$ cat src/rtl/daq_arb_pkg.sv
// Shared definitions for the DAQ stream arbiter: FSM state encoding,
// source-tag field position, burst counter and grant index widths.
package daq_arb_pkg;

  localparam int TAG_MSB = 31;
  localparam int TAG_LSB = 29;
  localparam int BURST_W = 8;
  localparam int GRANT_W = 3;
  localparam int WORD_W  = 32;

  typedef enum logic [1:0] {
    IDLE   = 2'd0,
    SERVE  = 2'd1,
    ROTATE = 2'd2
  } arb_state_e;

  // Replace the top bits of a word with the index of the source it came from.
  function automatic logic [WORD_W-1:0] tag_word(input logic [WORD_W-1:0]  word,
                                                 input logic [GRANT_W-1:0] src);
    logic [WORD_W-1:0] r;
    r = word;
    r[TAG_MSB:TAG_LSB] = src;
    return r;
  endfunction

endpackage

$ cat src/rtl/rr_next_sel.sv
// Round-robin next-grant selector. Searches the non-empty vector starting
// one past the last grant and wrapping, so the last granted source is
// considered only after every other source (a lone source still wins).
module rr_next_sel
  import daq_arb_pkg::*;
#(
  parameter int N_SRC = 2
) (
  input  logic [N_SRC-1:0]   nonempty,
  input  logic [GRANT_W-1:0] last,
  output logic [GRANT_W-1:0] next,
  output logic               any
);

  localparam int CW = GRANT_W + 1;

  logic [CW-1:0] cand [N_SRC];

  // Candidate order: last+1, last+2, ... modulo N_SRC, first hit wins.
  always_comb begin
    // NOTE: every output gets a default first so no path can infer a latch.
    next = '0;
    any  = 1'b0;
    for (int k = 0; k < N_SRC; k++) begin
      cand[k] = {1'b0, last} + CW'(k + 1);
      if (cand[k] >= CW'(N_SRC)) begin
        cand[k] = cand[k] - CW'(N_SRC);
      end
    end
    for (int k = 0; k < N_SRC; k++) begin
      for (int i = 0; i < N_SRC; i++) begin
        if (!any && (cand[k] == CW'(i)) && nonempty[i]) begin
          any  = 1'b1;
          next = GRANT_W'(i);
        end
      end
    end
  end

endmodule

$ cat src/rtl/daq_stream_arbiter.sv
// DAQ stream arbiter: merges N_SRC first-word-fall-through word sources
// into one registered output stream for a downstream bram_fifo reader.
// Grants rotate round-robin, at most MAX_BURST words per grant, with a
// one-cycle ROTATE turnaround between grants.
// Optional build macro ARB_SRC_TAG_EN: stamps the source index into
// ARB_DATA_OUT[31:29]; undefined, words pass through unmodified.
module daq_stream_arbiter
  import daq_arb_pkg::*;
#(
  parameter int N_SRC     = 2,
  parameter int MAX_BURST = 16
) (
  input  logic                  BUS_CLK,
  input  logic                  RESETB,
  input  logic [N_SRC-1:0]      SRC_EMPTY,
  input  logic [32*N_SRC-1:0]   SRC_DATA,
  output logic [N_SRC-1:0]      SRC_READ,
  input  logic                  ARB_READY_OUT,
  output logic                  ARB_WRITE_OUT,
  output logic [31:0]           ARB_DATA_OUT,
  output logic [2:0]            GRANT_OUT,
  output logic [31:0]           WORD_CNT
);

  localparam logic [BURST_W-1:0] BURST_LAST = BURST_W'(MAX_BURST - 1);
  localparam logic [GRANT_W-1:0] GRANT_RST  = GRANT_W'(N_SRC - 1);

  arb_state_e         state;
  logic [GRANT_W-1:0] grant;
  logic [GRANT_W-1:0] last_grant;
  logic [BURST_W-1:0] burst_cnt;

  logic               out_valid;
  logic [31:0]        out_data;
  logic [31:0]        word_cnt;

  logic [N_SRC-1:0]   nonempty;
  logic               any_ne;
  logic [GRANT_W-1:0] sel_idx;
  logic               sel_any;

  logic               grant_empty;
  logic [31:0]        grant_word;
  logic [31:0]        pop_word;
  logic               out_free;
  logic               consume;
  logic               pop;
  logic               burst_hit;

  assign nonempty = ~SRC_EMPTY;
  assign any_ne   = |nonempty;

  // Head word and empty flag of the currently granted source.
  always_comb begin
    grant_empty = 1'b1;
    grant_word  = '0;
    for (int i = 0; i < N_SRC; i++) begin
      if (grant == GRANT_W'(i)) begin
        grant_empty = SRC_EMPTY[i];
        grant_word  = SRC_DATA[32*i +: 32];
      end
    end
  end

  // Word as it will be registered; optionally stamped with its source.
  always_comb begin
`ifdef ARB_SRC_TAG_EN
    pop_word = tag_word(grant_word, grant);
`else
    pop_word = grant_word;
`endif
  end

  // A word leaves on valid & ready; ready alone is ignored. The register
  // can accept a new word if it is empty or being drained this cycle.
  assign consume   = out_valid & ARB_READY_OUT;
  assign out_free  = ~out_valid | ARB_READY_OUT;

  // Pop decision uses the live empty flag, so a source that goes empty in
  // this cycle is never strobed. State resets asynchronously to IDLE, so
  // no strobe survives a reset assertion.
  assign pop       = (state == SERVE) & ~grant_empty & out_free;
  assign burst_hit = pop & (burst_cnt == BURST_LAST);

  // One-hot pop strobe towards the granted source only.
  always_comb begin
    SRC_READ = '0;
    for (int i = 0; i < N_SRC; i++) begin
      SRC_READ[i] = pop & (grant == GRANT_W'(i));
    end
  end

  rr_next_sel #(
    .N_SRC (N_SRC)
  ) u_rr_next_sel (
    .nonempty (nonempty),
    .last     (last_grant),
    .next     (sel_idx),
    .any      (sel_any)
  );

  // Grant FSM: IDLE picks a source, SERVE streams up to MAX_BURST words,
  // ROTATE is a no-pop turnaround before the next round-robin pick.
  always_ff @(posedge BUS_CLK or negedge RESETB) begin
    if (!RESETB) begin
      state      <= IDLE;
      grant      <= '0;
      last_grant <= GRANT_RST;
      burst_cnt  <= '0;
    end else begin
      // NOTE: state registers use <= so each one samples pre-edge values.
      case (state)
        IDLE: begin
          if (sel_any) begin
            grant      <= sel_idx;
            last_grant <= sel_idx;
            burst_cnt  <= '0;
            state      <= SERVE;
          end
        end
        SERVE: begin
          if (pop) begin
            burst_cnt <= burst_cnt + 1'b1;
            if (burst_hit) begin
              state <= ROTATE;
            end
          end else if (grant_empty) begin
            // Granted source dried up: hand over if anyone else has data.
            state <= any_ne ? ROTATE : IDLE;
          end
        end
        ROTATE: begin
          if (sel_any) begin
            grant      <= sel_idx;
            last_grant <= sel_idx;
            burst_cnt  <= '0;
            state      <= SERVE;
          end else begin
            state <= IDLE;
          end
        end
        default: begin
          state <= IDLE;
        end
      endcase
    end
  end

  // Output register and delivered-word counter; a word held at reset is
  // dropped rather than delivered.
  always_ff @(posedge BUS_CLK or negedge RESETB) begin
    if (!RESETB) begin
      out_valid <= 1'b0;
      out_data  <= '0;
      word_cnt  <= '0;
    end else begin
      if (pop) begin
        out_valid <= 1'b1;
        out_data  <= pop_word;
      end else if (consume) begin
        out_valid <= 1'b0;
      end
      if (consume) begin
        word_cnt <= word_cnt + 32'd1;
      end
    end
  end

  assign ARB_WRITE_OUT = out_valid;
  assign ARB_DATA_OUT  = out_data;
  assign GRANT_OUT     = grant;
  assign WORD_CNT      = word_cnt;

endmodule

$ cat config.mk
export PLATFORM = sky130hd
export DESIGN_NAME = daq_stream_arbiter
export DESIGN_NICKNAME = d
export VERILOG_FILES = /design/src/rtl/daq_arb_pkg.sv /design/src/rtl/rr_next_sel.sv /design/src/rtl/daq_stream_arbiter.sv
export SDC_FILE = /design/constraint.sdc
export NUM_CORES = 1
export LEC_CHECK = 0
export BUFFER_PORTS_ARGS = -buffer_cell sky130_fd_sc_hd__buf_2
export CAP_MARGIN = 30
export CORE_ASPECT_RATIO = 1.1
export CORE_UTILIZATION = 44
export CTS_CLUSTER_SIZE = 16
export DETAILED_ROUTE_END_ITERATION = 7
export PLACE_DENSITY = 0.76
export SLEW_MARGIN = 30
export SYNTH_ARGS = -nofsm -noshare
export SYNTH_HDL_FRONTEND = slang
export SYNTH_SLANG_ARGS = --single-unit
$ cat constraint.sdc
create_clock -name BUS_CLK -period 1.57 [get_ports BUS_CLK]
set_input_delay 0.157 -clock BUS_CLK [delete_from_list [all_inputs] [get_ports BUS_CLK]]
set_output_delay 0.157 -clock BUS_CLK [all_outputs]
set_load 0.005 [all_outputs]
### Yosys cells after proc, flatten, opt, wreduce, memory -nomap -nowiden

Index checks and enable logic that the tools add are counted.

| operators by class | value |
|---|---|
| add/sub/neg operators | 6 |
| multipliers | 0 |
| divide/modulo/power cells | 0 |
| $lt $le $gt $ge | 2 |
| eq/ne operators | 11 |
| shifts and indexed selects | 0 |
| multiplexer cells | 25 |
| bitwise operators | 10 |
| reduce and logical (&&, ||, !) cells | 21 |

Operator list:

| cell | count |
|---|---|
| $mux 32 | 2 |
| $add 32x1->32 const B | 1 |
| $mux 8 | 2 |
| $pmux 8 s2 | 1 |
| $mux 1 | 12 |
| $mux 2 | 5 |
| $add 8x1->8 const B | 1 |
| $eq 4x1->1 const B | 2 |
| $eq 8x4->1 const B | 1 |
| $ge 4x2->1 const B | 2 |
| $logic_not 4->1 | 2 |
| $mux 4 | 2 |
| $sub 4x2->4 const B | 2 |
| $logic_and 1x1->1 | 7 |
| $and 1x1->1 | 6 |
| $ne 3x3->1 const B | 2 |
| $pmux 2 s3 | 1 |
| $reduce_and 3->1 | 2 |
| $add 3x1->4 const B | 1 |
| $add 3x2->4 const B | 1 |
| $ne 2x2->1 const B | 2 |
| $reduce_bool 2->1 | 2 |
| $reduce_or 2->1 | 2 |
| $eq 3x1->1 const B | 1 |
| 10 further kinds | 13 |

| storage, ports and cells | value |
|---|---|
| flip-flop bits (word level) | 81 |
| latch bits | 0 |
| RAM bits | 0 |
| ROM bits | 0 |
| bits of input ports | 69 |
| word-level logic and storage cells | 82 |
| memories kept | 0 |

### Longest topological paths before layout

Gate-level depths: netlist of the first run.

| logic depth | value |
|---|---|
| word-level depth | 20 |
| depth in mapped cells | 7 |
| gate-level depth less buffers | 5 |

### Modules after synthesis

A second synthesis of the first run with hierarchy kept.

| second synthesis, totals | value |
|---|---|
| cell total of the unflattened synthesis | 382 |
| area total of the unflattened synthesis | 3,991.3 um^2 |

By module, submodules not included:

| module | times used | cells an instance | area an instance (um^2) | seq. area each (um^2) |
|---|---|---|---|---|
| daq_stream_arbiter | 1 | 343 | 3,692.3 | 1,978.1 |
| rr_next_sel | 1 | 39 | 299.0 | 0.0 |

### Least setup slack after synthesis of the first run

OpenSTA, ideal clock, no wires.

| path | value |
|---|---|
| path type | reg2reg |
| from | register grant[0] (netlist: GRANT_OUT[0]) |
| to | register burst_cnt[6] |
| setup time | 0.135 ns |
| arrival | 1.408 ns |
| required time | 1.435 ns |
| path slack | 0.027 ns |
| stages on the path, launching flop included | 7 |
| buffers on the path | 2 |
| period minus slack after synthesis | 1.543 ns |
| path through | dfrtp_1 > buf_6 > mux2i_4 > nand3_4 > buf_6 > o311ai_2 > o41ai_2 |

| between the ends | value |
|---|---|
| longest elaborated chain between the ends | 8 |
| elaborated cells between the ends (all ways) | 9 |

Ends and longest elaborated chain:

| item | RTL line | RTL |
|---|---|---|
| start, declared | daq_stream_arbiter.sv:29 | `logic [GRANT_W-1:0] grant;` |
| start signal, assigned | daq_stream_arbiter.sv:115 | `grant <= sel_idx;` |
| start signal, assigned | daq_stream_arbiter.sv:134 | `grant <= sel_idx;` |
| $logic_not 3->1 | daq_stream_arbiter.sv:58 | `if (grant == GRANT_W'(i)) begin` |
| $mux 1 | daq_stream_arbiter.sv:58 |  |
| $mux 1 (*) | daq_stream_arbiter.sv:58 |  |
| $not 1->1 (*) | daq_stream_arbiter.sv:82 | `assign pop = (state == SERVE) & ~grant_empty & out_free;` |
| $and 1x1->1 (*) (2 in a row) | daq_stream_arbiter.sv:82 |  |
| $ne 2x2->1 (no source line) (*) | n/a |  |
| $reduce_and 3->1 (no source line) (*) | n/a |  |
| end signal, assigned | daq_stream_arbiter.sv:123 | `burst_cnt <= burst_cnt + 1'b1;` |
| end, declared | daq_stream_arbiter.sv:31 | `logic [BURST_W-1:0] burst_cnt;` |

Every way passes the cells marked *; elsewhere a longest branch is shown, timed or not.
A chain may end at the register's enable or synchronous reset.

### Worst setup path after layout of the first run

| path | value |
|---|---|
| from | register grant[0] (netlist: GRANT_OUT[0]) |
| to | output SRC_READ[0] |

| between the ends | value |
|---|---|
| longest elaborated chain between the ends | 7 |
| elaborated cells between the ends (all ways) | 8 |

Ends and longest elaborated chain:

| item | RTL line | RTL |
|---|---|---|
| $logic_not 3->1 | daq_stream_arbiter.sv:58, daq_stream_arbiter.sv:89 |  |
| $mux 1 (2 in a row) | daq_stream_arbiter.sv:58 |  |
| $not 1->1 | daq_stream_arbiter.sv:82 |  |
| $and 1x1->1 (2 in a row) | daq_stream_arbiter.sv:82 |  |
| $and 1x1->1 (*) | daq_stream_arbiter.sv:89 | `SRC_READ[i] = pop & (grant == GRANT_W'(i));` |
| end, declared | daq_stream_arbiter.sv:17 | `output logic [N_SRC-1:0] SRC_READ,` |

Marked as above.

==> parameters.txt, run 1 <==
Parameter                              Value

Routing
  Number of optimization iterations in the first detailed-route pass ... 4
  Wire length per cell ... around 14 um
  Total Wirelength ... 8260 um
  Count of routing violations after the opening detailed-route iteration ... 73
  Number of design rule violations left after detail routing ... 0
  Final ANT Viol Nets ... 0
  Post-DR vias/cell ... approximately 5
  Overall via count from detail_route ... between 3000 and 4000

STA
  Clk_skew ... a little over 10 ps
  Setup slack after layout ... -69.4 ps
  Worst-case headroom to the max-slew limit ... between 50% and 60%
  Post-route fraction of the period consumed by the critical path ... 104%
  Max-slew violation count ... 0
  Number of setup violations in the final report ... 10
  Slew at the pin closest to its max-slew limit ... around 650 ps
  Final-layout worst hold slack ... about 73 ps
  Unrepaired setup endpoints after global routing ... yes
  Minimum clock period ... about 1600 ps
  Peak clock frequency supported by timing ... about 600 MHz
  Number of hold violations in the final report ... 0

Worst hold path
  Tightest Hold Check Type ... in -> reg
  Endpoint with the worst hold slack ... last_grant[0]$_DFFE_PN1P_
  Launch point of the worst hold path ... SRC_EMPTY[1]
  Number of stages on the worst hold path ... 2

Run status
  Violated checks ... setup timing
  Status ... complete, but fails checks

Final layout
  Final design instance area without fill ... just under 5000 um2
  Area added between synthesis and finish ... 35.9%
  Final net count ... around 570
  Fraction of final layout cells sized beyond drive strength 1 ... between 40% and 50%
  Fill cell instance count of the final layout ... between 600 and 700
  Final standard cell count with taps included and fillers excluded ... roughly 610
  Area used by sequential logic in the layout ... just under 2000 um2
  Footprint of the multi-input gates ... roughly 1700 um2
  Total inserted antenna cells ... 0

Place
  Worst slack after detailed placement ... ~32 ps
  DP HPWL ... 5870 um
  Instance area at placement ... around 4500 um2
  Routability-driven placement congestion ratio ... ~0.75
  Cell count after placement ... between 500 and 600
  Number of port buffers ... 136

Clock network
  Max H-tree Level ... 3
  TritonCTS clock tree ... done
  Clock latency on the worst-skew pair ... approximately 350 ps
  CTS root buffer ... clkbuf_8
  Maximum number of buffers from clock root to sink ... 2
  Clock Sinks ... a little under 80
  Clock-pin slew on the worst setup and hold paths ... roughly 80 ps
  TritonCTS Buffers ... 9

Critical path
  Worst setup path startpoint ... GRANT_OUT[0]$_DFFE_PN0P_
  Worst reg2reg path endpoint ... ARB_DATA_OUT[30]$_DFFE_PN0P_
  Worst Path Required ... 1410 ps
  Capturing element type of the critical path ... primary output
  Data arrival time of the worst path ... about 1500 ps
  Critical path fanouts, max ... 5
  Classification of the worst setup path ... reg -> out
  Sort of element at the start of the critical path ... flip-flop
  CP peak stage delay ... 400 ps
  Worst r2r src ... GRANT_OUT[0]$_DFFE_PN0P_
  Cell type group with the largest total delay on the critical path ... flip-flops
  Setup slack on the worst flop-to-flop path ... -50 ps
  Critical Path Slowest Stage Cell ... dfrtp_2
  Critical path buffers and inverters ... 2
  Worst r2r path cells ... 7
  Crit-path cells ... mux2i_4 > nand3_4 > buf_8 > nor2_4 > buf_2

Global routing
  Pin count of the biggest net entering global routing ... roughly 80
  GRT Resource Usage Total ... 20.3%
  Total gr overflow ... 0
  First-pass GRT wire length ... approximately 13000 um
  Number of antenna violations at the first check in global routing ... 0
  Vias in the first global route ... 2938

Power
  Ratio of total power to cell area ... 1450 nW/um2
  Part of the total power dissipated in sequential elements ... around two fifths
  Clock share of power ... between 20% and 30%
  P_int ... ~4.7 mW
  Net Switching ... between 2 and 2.5 mW
  Relative contribution of combinational cells to total power ... between 30% and 40%
  Worst VDD drop ... approximately 740 uV
  Leakage power ... 2.59 nW
  PnR Total Power ... between 7 and 8 mW
  Switching power as a share of total power ... 34.1%

Logic synthesis
  Cell types occupying the most area after synthesis ... dfrtp_1 (52%), mux2i_1 (8.8%), xnor2_1 (6.3%)
  Number of warnings reported in the yosys synthesis log ... 0
  Share of synthesized area occupied by flip-flops and latches ... between 50% and 60%
  Most frequent cells after synthesis ... dfrtp_1 (76), nand2_1 (47), o21ai_0 (38), mux2i_1 (32), xnor2_1 (26)
  Synth Cell Area ... about 3600 um2
  Cell taking the most area after synthesis ... dfrtp_1
  Cell with the most instances after synthesis ... dfrtp_1
  Flip-flop cell with the highest count after synthesis ... dfrtp_1
  Gate count of the mapped netlist ... roughly 330
  Count of unique library cells instantiated by Yosys ... 38
  Number of synthesized register bits ... 77
  Number of enable flip-flop cells after synthesis ... 0
  Synthesized area per cell ... about 11 um2
  Async set or reset register ratio after synthesis ... 100%
  Yosys top cell area share ... 52.2%

Floorplanning
  Number of rows in the core area ... 34
  Area of the die ... 8640 um2
  Number of primary I/O pins ... 139
  Initial cell density of the core ... approximately 46%
  Vert. Die Dim ... a little under 100 um
  Area of the placeable core ... 7960 um2
  Die outline width ... between 80 and 90 um

Run
  MaxCap Viol Count ... 0
==> flip-flops by register name, indices dropped and copies added (netlist names) <==
| name | flops |
|---|---|
| ARB_WRITE_OUT | 1 |
| burst_cnt | 8 |
| WORD_CNT | 32 |
| ARB_DATA_OUT | 32 |
| last_grant | 1 |
| GRANT_OUT | 1 |
| state | 2 |
==> timing repair <==
item	4_1_cts	5_1_grt
pin swaps	1	7
cloned	1	0
endpoints found under the setup margin	3	32
hold endpoints to repair	76	0
setup buffers	6	4
hold buffers	1	0
resized for setup	7	32
==> cell type report <==
cell class                      instances  area share [%]
Sequential cell                        77            39.2
Timing Repair Buffer                  165            19.7
Multi-Input combinational cell        239            34.0
Inverter                                2           0.152
Clock buffer                           11            3.06
Tap cell                              108            2.73
Clock inverter                          5            1.19
==> per-stage QoR <==
step	utilization [%]	TNS (ps)
4_1_cts	60.8	-232
5_1_grt	62.2	-1100
3_3_place_gp	56.7	0
2_1_floorplan	-	0
3_5_place_dp	56.7	0
6_report	62.2	-374
==> cells in the final DEF (no fill, tap or decap), types with 5 or more instances in the layout <==
cell / instances
and3_1: 9
and4_1: 5
buf_2: 135
buf_4: 23
clkbuf_8: 11
dfrtp_1: 68
dfrtp_2: 8
mux2i_1: 32
nand2_1: 47
nand3_1: 13
nand4_1: 14
nor2_1: 10
o21ai_0: 31
o21ai_1: 5
xnor2_1: 26
xor2_1: 7
==> metal layers <==
| layer | track usage, % | part of all wire (%) |
|---|---|---|
| met2 | 34.9 | 50 |
| met3 | 3.99 | 5.4 |
| met1 | 24.7 | 43 |
| met5 | 0 | 0 |
| met4 | 7.44 | 1.3 |
==> power by group through the flow <==
stage	clock, mW	sequential [mW]	combinational, mW
after global placement	0	2.88	2.29
after global routing	1.68	2.98	3.09
final	1.54	2.89	2.75
after floorplan	0	2.94	1.39
after detailed placement	0	2.90	2.38
after CTS	1.57	2.87	2.63
==> worst max path at each step <==
stage,endpoint,slack [ps],cells after the start
floorplan,burst_cnt[6]$_DFFE_PN0P_,30,6
global placement,WORD_CNT[27]$_DFFE_PN0P_,50,5
detailed placement,WORD_CNT[30]$_DFFE_PN0P_,30,6
CTS,SRC_READ[0],-120,5
global route,ARB_DATA_OUT[2]$_DFFE_PN0P_,-120,7
finish,SRC_READ[0],-70,5
==> cells by family (layout without fill, tap and decap cells) <==
group | after synthesis | count (layout) | share of synthesized area, %
flip-flops | 77 | 77 | 53.0
multiplexers | 34 | 34 | 9.73
other | 1 | 2 | 0.103
adder cells (fa/ha/maj) | 2 | 2 | 0.687
XOR/XNOR | 33 | 33 | 7.94
AND/OR/NAND/NOR | 120 | 120 | 18.1
buffers and inverters | 19 | 183 | 3.02
AO/OA/AOI/OAI | 48 | 48 | 7.42
==> worst register-to-register path: cells and delay by family (launching register included) <==
| family | cells | cell delay, ps |
|---|---|---|
| AOI/OAI and AO/OA | 1 | 60 |
| buffers and inverters | 3 | 570 |
| DFF | 1 | 400 |
| muxes | 1 | 270 |
| and+or+nand+nor | 2 | 210 |
Power figures use the tool's default switching activity.
==> inputs of run 2 (changes only) <==
--- a/config.mk
+++ b/config.mk
@@ -5,10 +5,11 @@
 export SDC_FILE = /design/constraint.sdc
 export NUM_CORES = 1
 export LEC_CHECK = 0
+export ABC_AREA = 1
 export BUFFER_PORTS_ARGS = -buffer_cell sky130_fd_sc_hd__buf_2
 export CAP_MARGIN = 30
 export CORE_ASPECT_RATIO = 1.1
-export CORE_UTILIZATION = 44
+export CORE_UTILIZATION = 45
 export CTS_CLUSTER_SIZE = 16
 export DETAILED_ROUTE_END_ITERATION = 7
 export PLACE_DENSITY = 0.76
==> run 2 against run 1 <==
  * Largest cell class unchanged
  * Register-to-register slack got worse by 30 ps
  * The run still ends with setup timing left
  * Clock skew is 1.9 ps lower
  * Area after synthesis grew 5.6%
==> parameters.txt, run 2 <==
Parameter                              Value

Floorplanning
  Area of the die ... 8920 um2 (+3.2%)
  Number of rows in the core area ... 35 (+2.9%)
  Number of primary I/O pins ... 139 (unchanged)
  Area of the placeable core ... 8320 um2 (+4.6%)
  Initial cell density of the core ... 46.2% (+0.43 points)
  Vert. Die Dim ... 98.9 um (+1.6%)
  Die outline width ... 90.1 um (+1.6%)

Worst hold path
  Number of stages on the worst hold path ... 3 (+1)
  Tightest Hold Check Type ... in -> reg
  Launch point of the worst hold path ... SRC_DATA[9]
  Endpoint with the worst hold slack ... ARB_DATA_OUT[9]$_DFFE_PN0P_

Logic synthesis
  Cell types occupying the most area after synthesis ... dfrtp_1 (49%), nand2_1 (21%), nand3_1 (6.8%)
  Number of warnings reported in the yosys synthesis log ... 0 (unchanged)
  Number of enable flip-flop cells after synthesis ... 0 (unchanged)
  Synth Cell Area ... 3840 um2 (+5.6%)
  Gate count of the mapped netlist ... 509 (+52%)
  Most frequent cells after synthesis ... nand2_1 (217), dfrtp_1 (76), nand3_1 (52), nor2_1 (47), inv_1 (44)
  Share of synthesized area occupied by flip-flops and latches ... 50.2% (-2.8 points)
  Cell with the most instances after synthesis ... nand2_1
  Cell taking the most area after synthesis ... dfrtp_1
  Synthesized area per cell ... 7.55 um2 (-31%)
  Yosys top cell area share ... 49.5% (-2.8 points)
  Async set or reset register ratio after synthesis ... 100% (unchanged)
  Count of unique library cells instantiated by Yosys ... 27 (-29%)
  Flip-flop cell with the highest count after synthesis ... dfrtp_1
  Number of synthesized register bits ... 77 (unchanged)

Place
  Number of port buffers ... 136 (unchanged)
  Cell count after placement ... 762 (+31%)
  Routability-driven placement congestion ratio ... 0.870 (+15%)
  Instance area at placement ... 4750 um2 (+5.4%)
  DP HPWL ... 7190 um (+23%)

Clock network
  Clock-pin slew on the worst setup and hold paths ... 80 ps (about the same)
  Max H-tree Level ... 3 (unchanged)
  TritonCTS Buffers ... 9 (unchanged)
  CTS root buffer ... clkbuf_8
  Clock latency on the worst-skew pair ... 340 ps (about the same)
  Clock Sinks ... 77 (unchanged)
  TritonCTS clock tree ... done
  Maximum number of buffers from clock root to sink ... 2 (unchanged)

Routing
  Wire length per cell ... 12.9 um (-4.9%)
  Number of design rule violations left after detail routing ... 0 (unchanged)
  Final ANT Viol Nets ... 0 (unchanged)
  Count of routing violations after the opening detailed-route iteration ... 131 (+79%)
  Post-DR vias/cell ... 4.91 (-2.2%)
  Overall via count from detail_route ... 3918 (+29%)
  Total Wirelength ... 10300 um (+25%)
  Number of optimization iterations in the first detailed-route pass ... 4 (unchanged)

Power
  Switching power as a share of total power ... 34.8% (+0.71 points)
  PnR Total Power ... 7.66 mW (+6.6%)
  Worst VDD drop ... 892 uV (+21%)
  P_int ... 4.99 mW (+5.5%)
  Leakage power ... 2.93 nW (+13%)
  Ratio of total power to cell area ... 1430 nW/um2 (-1.8%)
  Clock share of power ... 22.0% (+0.6 points)
  Net Switching ... 2.66 mW (+8.8%)
  Relative contribution of combinational cells to total power ... 40.4% (+2.1 points)
  Part of the total power dissipated in sequential elements ... 37.5% (-2.8 points)

Global routing
  Fraction of met3 tracks used by global routing ... 4.17% (+0.17 points)
  Met1 Use GR ... 27.2% (+2.4 points)
  Pin count of the biggest net entering global routing ... 55 (-29%)
  Number of antenna violations at the first check in global routing ... 0 (unchanged)
  Met2 layer usage reported by global route ... 41.6% (+6.7 points)
  GRT Resource Usage Total ... 23.1% (+2.9 points)
  Total gr overflow ... 0 (unchanged)
  Gr busiest metal ... met2
  Vias in the first global route ... 3726 (+27%)
  First-pass GRT wire length ... 16600 um (+23%)

Critical path
  Critical path fanouts, max ... 3 (-2)
  Classification of the worst setup path ... reg -> out
  Critical path buffers and inverters ... 3 (+1)
  Cell mode on critical path ... nand2_2
  Data arrival time of the worst path ... 1530 ps (+50 ps)
  Sort of element at the start of the critical path ... flip-flop
  Crit-path cells ... inv_2 > nand2_2 > o21ai_2 > nor2_2 > nand2_2 > buf_6 > nor2_4 > buf_2
  Setup slack on the worst flop-to-flop path ... -80 ps (-30 ps)
  Worst reg2reg path endpoint ... ARB_DATA_OUT[25]$_DFFE_PN0P_
  CP peak stage delay ... 380 ps (-20 ps)
  Worst r2r src ... GRANT_OUT[0]$_DFFE_PN0P_
  Worst r2r path cells ... 12 (+5)
  Critical Path Slowest Stage Cell ... dfrtp_1
  Worst Path Required ... 1410 ps (about the same)
  Capturing element type of the critical path ... primary output
  Cell type group with the largest total delay on the critical path ... simple AND/OR/NAND/NOR gates

Final layout
  Total inserted antenna cells ... 0 (unchanged)
  Area added between synthesis and finish ... 39.7%
  Final Util ... 64.5% (+2.3 points)
  Fraction of final layout cells sized beyond drive strength 1 ... 32.2% (-10 points)
  Fill cell instance count of the final layout ... 715 (+5.5%)
  Leading cell types in the layout, fill and taps excluded ... nand2_1 (208), buf_2 (134), dfrtp_1 (75)
  Most common library cell in the layout ignoring fill and taps ... nand2_1
  Area used by sequential logic in the layout ... 1930 um2 (-0.45%)
  Final design instance area without fill ... 5370 um2 (+8.5%)
  Footprint of the multi-input gates ... 1800 um2 (+6.9%)
  Final standard cell count with taps included and fillers excluded ... 798 (+31%)
  Final net count ... 753 (+33%)

STA
  Number of setup violations in the final report ... 34 (+24)
  Post-route fraction of the period consumed by the critical path ... 107% (+3.0 points)
  Unrepaired setup endpoints after global routing ... yes
  Peak clock frequency supported by timing ... 593 MHz (-2.8%)
  Number of hold violations in the final report ... 0 (unchanged)
  Max-slew violation count ... 0 (unchanged)
  Setup TNS ... -1610 ps (-1240 ps)
  Minimum clock period ... 1690 ps (+46.9 ps)
  Clk_skew ... 8.43 ps (-1.87 ps)
  Setup slack after layout ... -116 ps (-46.9 ps)

Run
  MaxCap Viol Count ... 0 (unchanged)

Run status
  Violated checks ... setup timing
  Status ... complete, but fails checks
run 2: cell types whose count changed after synthesis, sizes merged, moves of 4 or more:
cell / delta
mux2i: -33
xor2: +5
a21oi: -4
and4: -5
nor2: +37
and3: -10
nand3: +36
xnor2: -18
inv: +43
o21ai: -29
nand4: -5
or3: -4
nand2: +171
run 2: layout make-up:
cell class	count	share of cell area [%]
flip-flops and latches	77	35.9
multi-input cells	375	33.4
repair buffers	174	20.7
inverters	45	3.15
clock buffers	11	2.63
well taps	111	2.59
clock inverters	5	1.56
run 2: through the flow:
stage                     hold WS (ps)  setup WS (ps)
after global placement            72.8           66.2
final                             17.0           -116
after CTS                         2.26          -92.6
after detailed placement          83.2          -17.0
after floorplan                   -139           29.9
after global routing              8.43           -166
run 2: kinds of logic after synthesis:
logic type	after synthesis	synth area share, %
xor gates and xnor gates	20	4.56
AOI/OAI and AO/OA	13	1.82
DFF	77	50.2
buffers and inverters	58	6.45
and+or+nand+nor	338	36.3
other	1	0.0976
adders and majority gates	2	0.651
run 2: worst reg2reg max path: cells and delay by family (launching register included):
kind | cells | cell delay, ps
AND/OR/NAND/NOR | 6 | 550
AO/OA/AOI/OAI | 1 | 70
flip-flops | 1 | 380
buffers and inverters | 5 | 610
run 2: timing repair:
action	4_1_cts	5_1_grt
gates resized for setup	8	45
hold buffers	1	0
endpoints found under the setup margin	3	52
hold endpoints to repair	23	0
setup buffers	9	6
gates cloned	1	3
pin swaps	3	8
run 2: metal layers:
layer	vias up	share of wire, %
met5	-	0
met3	14	4.3
met2	132	53
li1	1928	-
met4	0	1.6
met1	1844	41
run 2: worst max-delay path by stage:
stage,cells after the start,slack (ps),startpoint,to
floorplan,9,30,WORD_CNT[0]$_DFFE_PN0P_,WORD_CNT[28]$_DFFE_PN0P_
global placement,7,70,GRANT_OUT[0]$_DFFE_PN0P_,SRC_READ[0]
detailed placement,8,-20,GRANT_OUT[0]$_DFFE_PN0P_,SRC_READ[0]
CTS,7,-90,GRANT_OUT[0]$_DFFE_PN0P_,SRC_READ[1]
global route,8,-170,GRANT_OUT[0]$_DFFE_PN0P_,SRC_READ[1]
finish,8,-120,GRANT_OUT[0]$_DFFE_PN0P_,SRC_READ[1]
run 2: power by group through the flow:
stage,clock network (mW),registers [mW],logic (mW)
2_1_floorplan,0,2.93,1.26
3_3_place_gp,0,2.89,2.34
3_5_place_dp,0,2.89,2.44
4_1_cts,1.71,2.87,2.75
5_1_grt,1.82,2.94,3.44
6_report,1.69,2.87,3.10
==> inputs of run 3 (changes only) <==
--- a/config.mk
+++ b/config.mk
@@ -9,10 +9,11 @@
 export BUFFER_PORTS_ARGS = -buffer_cell sky130_fd_sc_hd__buf_2
 export CAP_MARGIN = 30
 export CORE_ASPECT_RATIO = 1.1
-export CORE_UTILIZATION = 45
+export CORE_UTILIZATION = 46
+export CTS_BUF_LIST = sky130_fd_sc_hd__clkbuf_8
 export CTS_CLUSTER_SIZE = 16
 export DETAILED_ROUTE_END_ITERATION = 7
-export PLACE_DENSITY = 0.76
+export PLACE_DENSITY = 0.78
 export SLEW_MARGIN = 30
 export SYNTH_ARGS = -nofsm -noshare
 export SYNTH_HDL_FRONTEND = slang
==> run 3 against run 2 <==
  * The flow still finishes with violations (setup timing)
  * Core utilization shrank 0.070 points
  * Critical path type unchanged
  * Final cell count decreased by 1.4%
  * Highest routed layer unchanged
  * Via count shrank 2.6%
  * Largest power group is now sequential cells
==> parameters.txt, run 3 (synthesis gave the netlist of run 2 again) <==
Parameter                              Value

Run status
  Status ... complete, but fails checks
  Violated checks ... setup timing

STA
  Minimum clock period ... 1620 ps (-69.2 ps)
  Peak clock frequency supported by timing ... 618 MHz (+4.3%)
  Clk_skew ... 5.57 ps (-2.85 ps)
  Max-slew violation count ... 0 (unchanged)
  Setup slack after layout ... -47.1 ps (+69.2 ps)
  Unrepaired setup endpoints after global routing ... yes
  Post-route fraction of the period consumed by the critical path ... 103% (-4.4 points)
  Number of hold violations in the final report ... 0 (unchanged)
  Setup TNS ... -135 ps (+1480 ps)
  Number of setup violations in the final report ... 6 (-82%)

Floorplanning
  Die outline width ... 89.2 um (-1.1%)
  Area of the die ... 8730 um2 (-2.1%)
  Number of primary I/O pins ... 139 (unchanged)
  Number of rows in the core area ... 34 (-2.9%)
  Area of the placeable core ... 8000 um2 (-3.9%)
  Vert. Die Dim ... 97.9 um (-1.1%)
  Initial cell density of the core ... 48.1% (+1.9 points)

Routing
  Post-DR vias/cell ... 4.85 (-1.3%)
  Final ANT Viol Nets ... 0 (unchanged)
  Number of design rule violations left after detail routing ... 0 (unchanged)
  Number of optimization iterations in the first detailed-route pass ... 4 (unchanged)
  Total Wirelength ... 9980 um (-3.4%)
  Wire length per cell ... 12.7 um (-2.1%)
  Count of routing violations after the opening detailed-route iteration ... 126 (-3.8%)
  Overall via count from detail_route ... 3815 (-2.6%)

Final layout
  Area added between synthesis and finish ... 34.1%
  Footprint of the multi-input gates ... 1720 um2 (-4.0%)
  Total inserted antenna cells ... 0 (unchanged)
  Final net count ... 746 (-0.93%)
  Final design instance area without fill ... 5160 um2 (-4.0%)
  Area used by sequential logic in the layout ... 1930 um2 (unchanged)
  Fraction of final layout cells sized beyond drive strength 1 ... 29.3% (-2.9 points)
  Leading cell types in the layout, fill and taps excluded ... nand2_1 (214), buf_2 (133), dfrtp_1 (75)
  Most common library cell in the layout ignoring fill and taps ... nand2_1
  Fill cell instance count of the final layout ... 674 (-5.7%)

Critical path
  Critical Path Slowest Stage Cell ... dfrtp_1
  Crit-path cells ... inv_2 > nand2_2 > o21ai_2 > nor2_2 > nand2_2 > nor2_4 > buf_12 > buf_6
  Capturing element type of the critical path ... primary output
  Sort of element at the start of the critical path ... flip-flop
  Data arrival time of the worst path ... 1460 ps (-70 ps)
  Setup slack on the worst flop-to-flop path ... -20 ps (+60 ps)
  Worst reg2reg path endpoint ... WORD_CNT[26]$_DFFE_PN0P_
  Critical path fanouts, max ... 3 (unchanged)
  CP peak stage delay ... 380 ps (about the same)
  Classification of the worst setup path ... reg -> out
  Worst Path Required ... 1410 ps (about the same)
  Cell mode on critical path ... nand2_2
  Worst r2r src ... WORD_CNT[0]$_DFFE_PN0P_
  Worst r2r path cells ... 9 (-3)

Clock network
  TritonCTS clock tree ... done
  Clock-pin slew on the worst setup and hold paths ... 70 ps (about the same)
  CTS root buffer ... clkbuf_8
  Maximum number of buffers from clock root to sink ... 2 (unchanged)
  TritonCTS Buffers ... 9 (unchanged)
  Max H-tree Level ... 3 (unchanged)
  Clock latency on the worst-skew pair ... 340 ps (about the same)
  Clock Sinks ... 77 (unchanged)

Worst hold path
  Endpoint with the worst hold slack ... ARB_DATA_OUT[25]$_DFFE_PN0P_
  Tightest Hold Check Type ... in -> reg
  Launch point of the worst hold path ... SRC_DATA[25]
  Number of stages on the worst hold path ... 3 (unchanged)

Place
  Number of port buffers ... 136 (unchanged)
  Routability-driven placement congestion ratio ... 0.842 (-3.3%)
  DP HPWL ... 7070 um (-1.7%)
  Instance area at placement ... 4750 um2 (-0.13%)

Power
  Worst VDD drop ... 855 uV (-4.1%)
  Leakage power ... 2.82 nW (-3.7%)
  Ratio of total power to cell area ... 1380 nW/um2 (-3.1%)

Global routing
  First-pass GRT wire length ... 16400 um (-1.7%)
  Number of antenna violations at the first check in global routing ... 0 (unchanged)
  Pin count of the biggest net entering global routing ... 49 (-11%)
  Vias in the first global route ... 3649 (-2.1%)
  Total gr overflow ... 0 (unchanged)
  GRT Resource Usage Total ... 24.3% (+1.1 points)

Run
  MaxCap Viol Count ... 0 (unchanged)
-- run 3: changes by cell type in the layout (fill, tap and decap cells not counted), moves of 2 or more --
cell / before / now
buf_6: 5 / 2
nand2_1: 208 / 214
nand2_2: 5 / 3
bufinv_16: 2 / 0
clkbuf_8: 10 / 14
nand3_1: 45 / 51
nand3_2: 7 / 1
clkinvlp_4: 2 / 0
nand2_4: 5 / 1
buf_8: 2 / 0
-- run 3: where the power goes --
| part | internal, mW | switching [mW] |
|---|---|---|
| clock network | 0.778 | 0.683 |
| registers | 2.54 | 0.365 |
| logic | 1.28 | 1.47 |
-- run 3: routing by layer --
metal  GRT usage, %  part of all wire [%]
met5              0                     0
met4           8.30                   1.5
met1           28.8                    42
met2           42.5                    50
met3           5.49                   6.4
-- run 3: critical path: cells and delay by family, from the launching register on --
kind | cells | cell delay (ps)
compound gates | 1 | 60
buf+inv | 3 | 260
flops | 1 | 380
simple gates | 4 | 410
-- run 3: repair_timing --
action,4_1_cts,5_1_grt
resized for setup,8,17
endpoints found under the setup margin,15,54
setup buffers,11,3
hold buffers,2,0
cloned,2,2
endpoints found under the hold margin,77,0
pin swaps,3,5
-- run 3: stage by stage --
| stage | utilization [%] | worst slack [ps] | std cells | power, mW | hold WS [ps] |
|---|---|---|---|---|---|
| after detailed placement | 59.4 | -21.6 | 757 | 5.27 | 154 |
| after global placement | 59.4 | 63.8 | 757 | 5.18 | 146 |
| final | 64.5 | -47.1 | 787 | 7.13 | 12.4 |
| after global routing | 64.5 | -160 | 787 | 7.62 | 9.84 |
| after floorplan | - | 29.9 | 510 | 4.19 | -139 |
| after CTS | 64.1 | -89.7 | 785 | 7.13 | 0.163 |
-- run 3: layout make-up --
class | instances | area share (%)
Sequential cell | 77 | 37.4
Inverter | 45 | 3.32
Clock buffer | 14 | 3.74
Timing Repair Buffer | 167 | 19.4
Multi-Input combinational cell | 375 | 33.4
Tap cell | 108 | 2.62
Clock inverter | 1 | 0.0728
-- run 3: worst max path at each step --
stage / start / to / slack, ps / cells past startpoint
after global routing: WORD_CNT[0]$_DFFE_PN0P_ / WORD_CNT[28]$_DFFE_PN0P_ / -160 / 9
after CTS: GRANT_OUT[0]$_DFFE_PN0P_ / SRC_READ[0] / -90 / 8
after global placement: GRANT_OUT[0]$_DFFE_PN0P_ / ARB_DATA_OUT[18]$_DFFE_PN0P_ / 60 / 8
after detailed placement: WORD_CNT[1]$_DFFE_PN0P_ / WORD_CNT[26]$_DFFE_PN0P_ / -20 / 9
after floorplan: WORD_CNT[0]$_DFFE_PN0P_ / WORD_CNT[28]$_DFFE_PN0P_ / 30 / 9
final: GRANT_OUT[0]$_DFFE_PN0P_ / SRC_READ[1] / -50 / 8
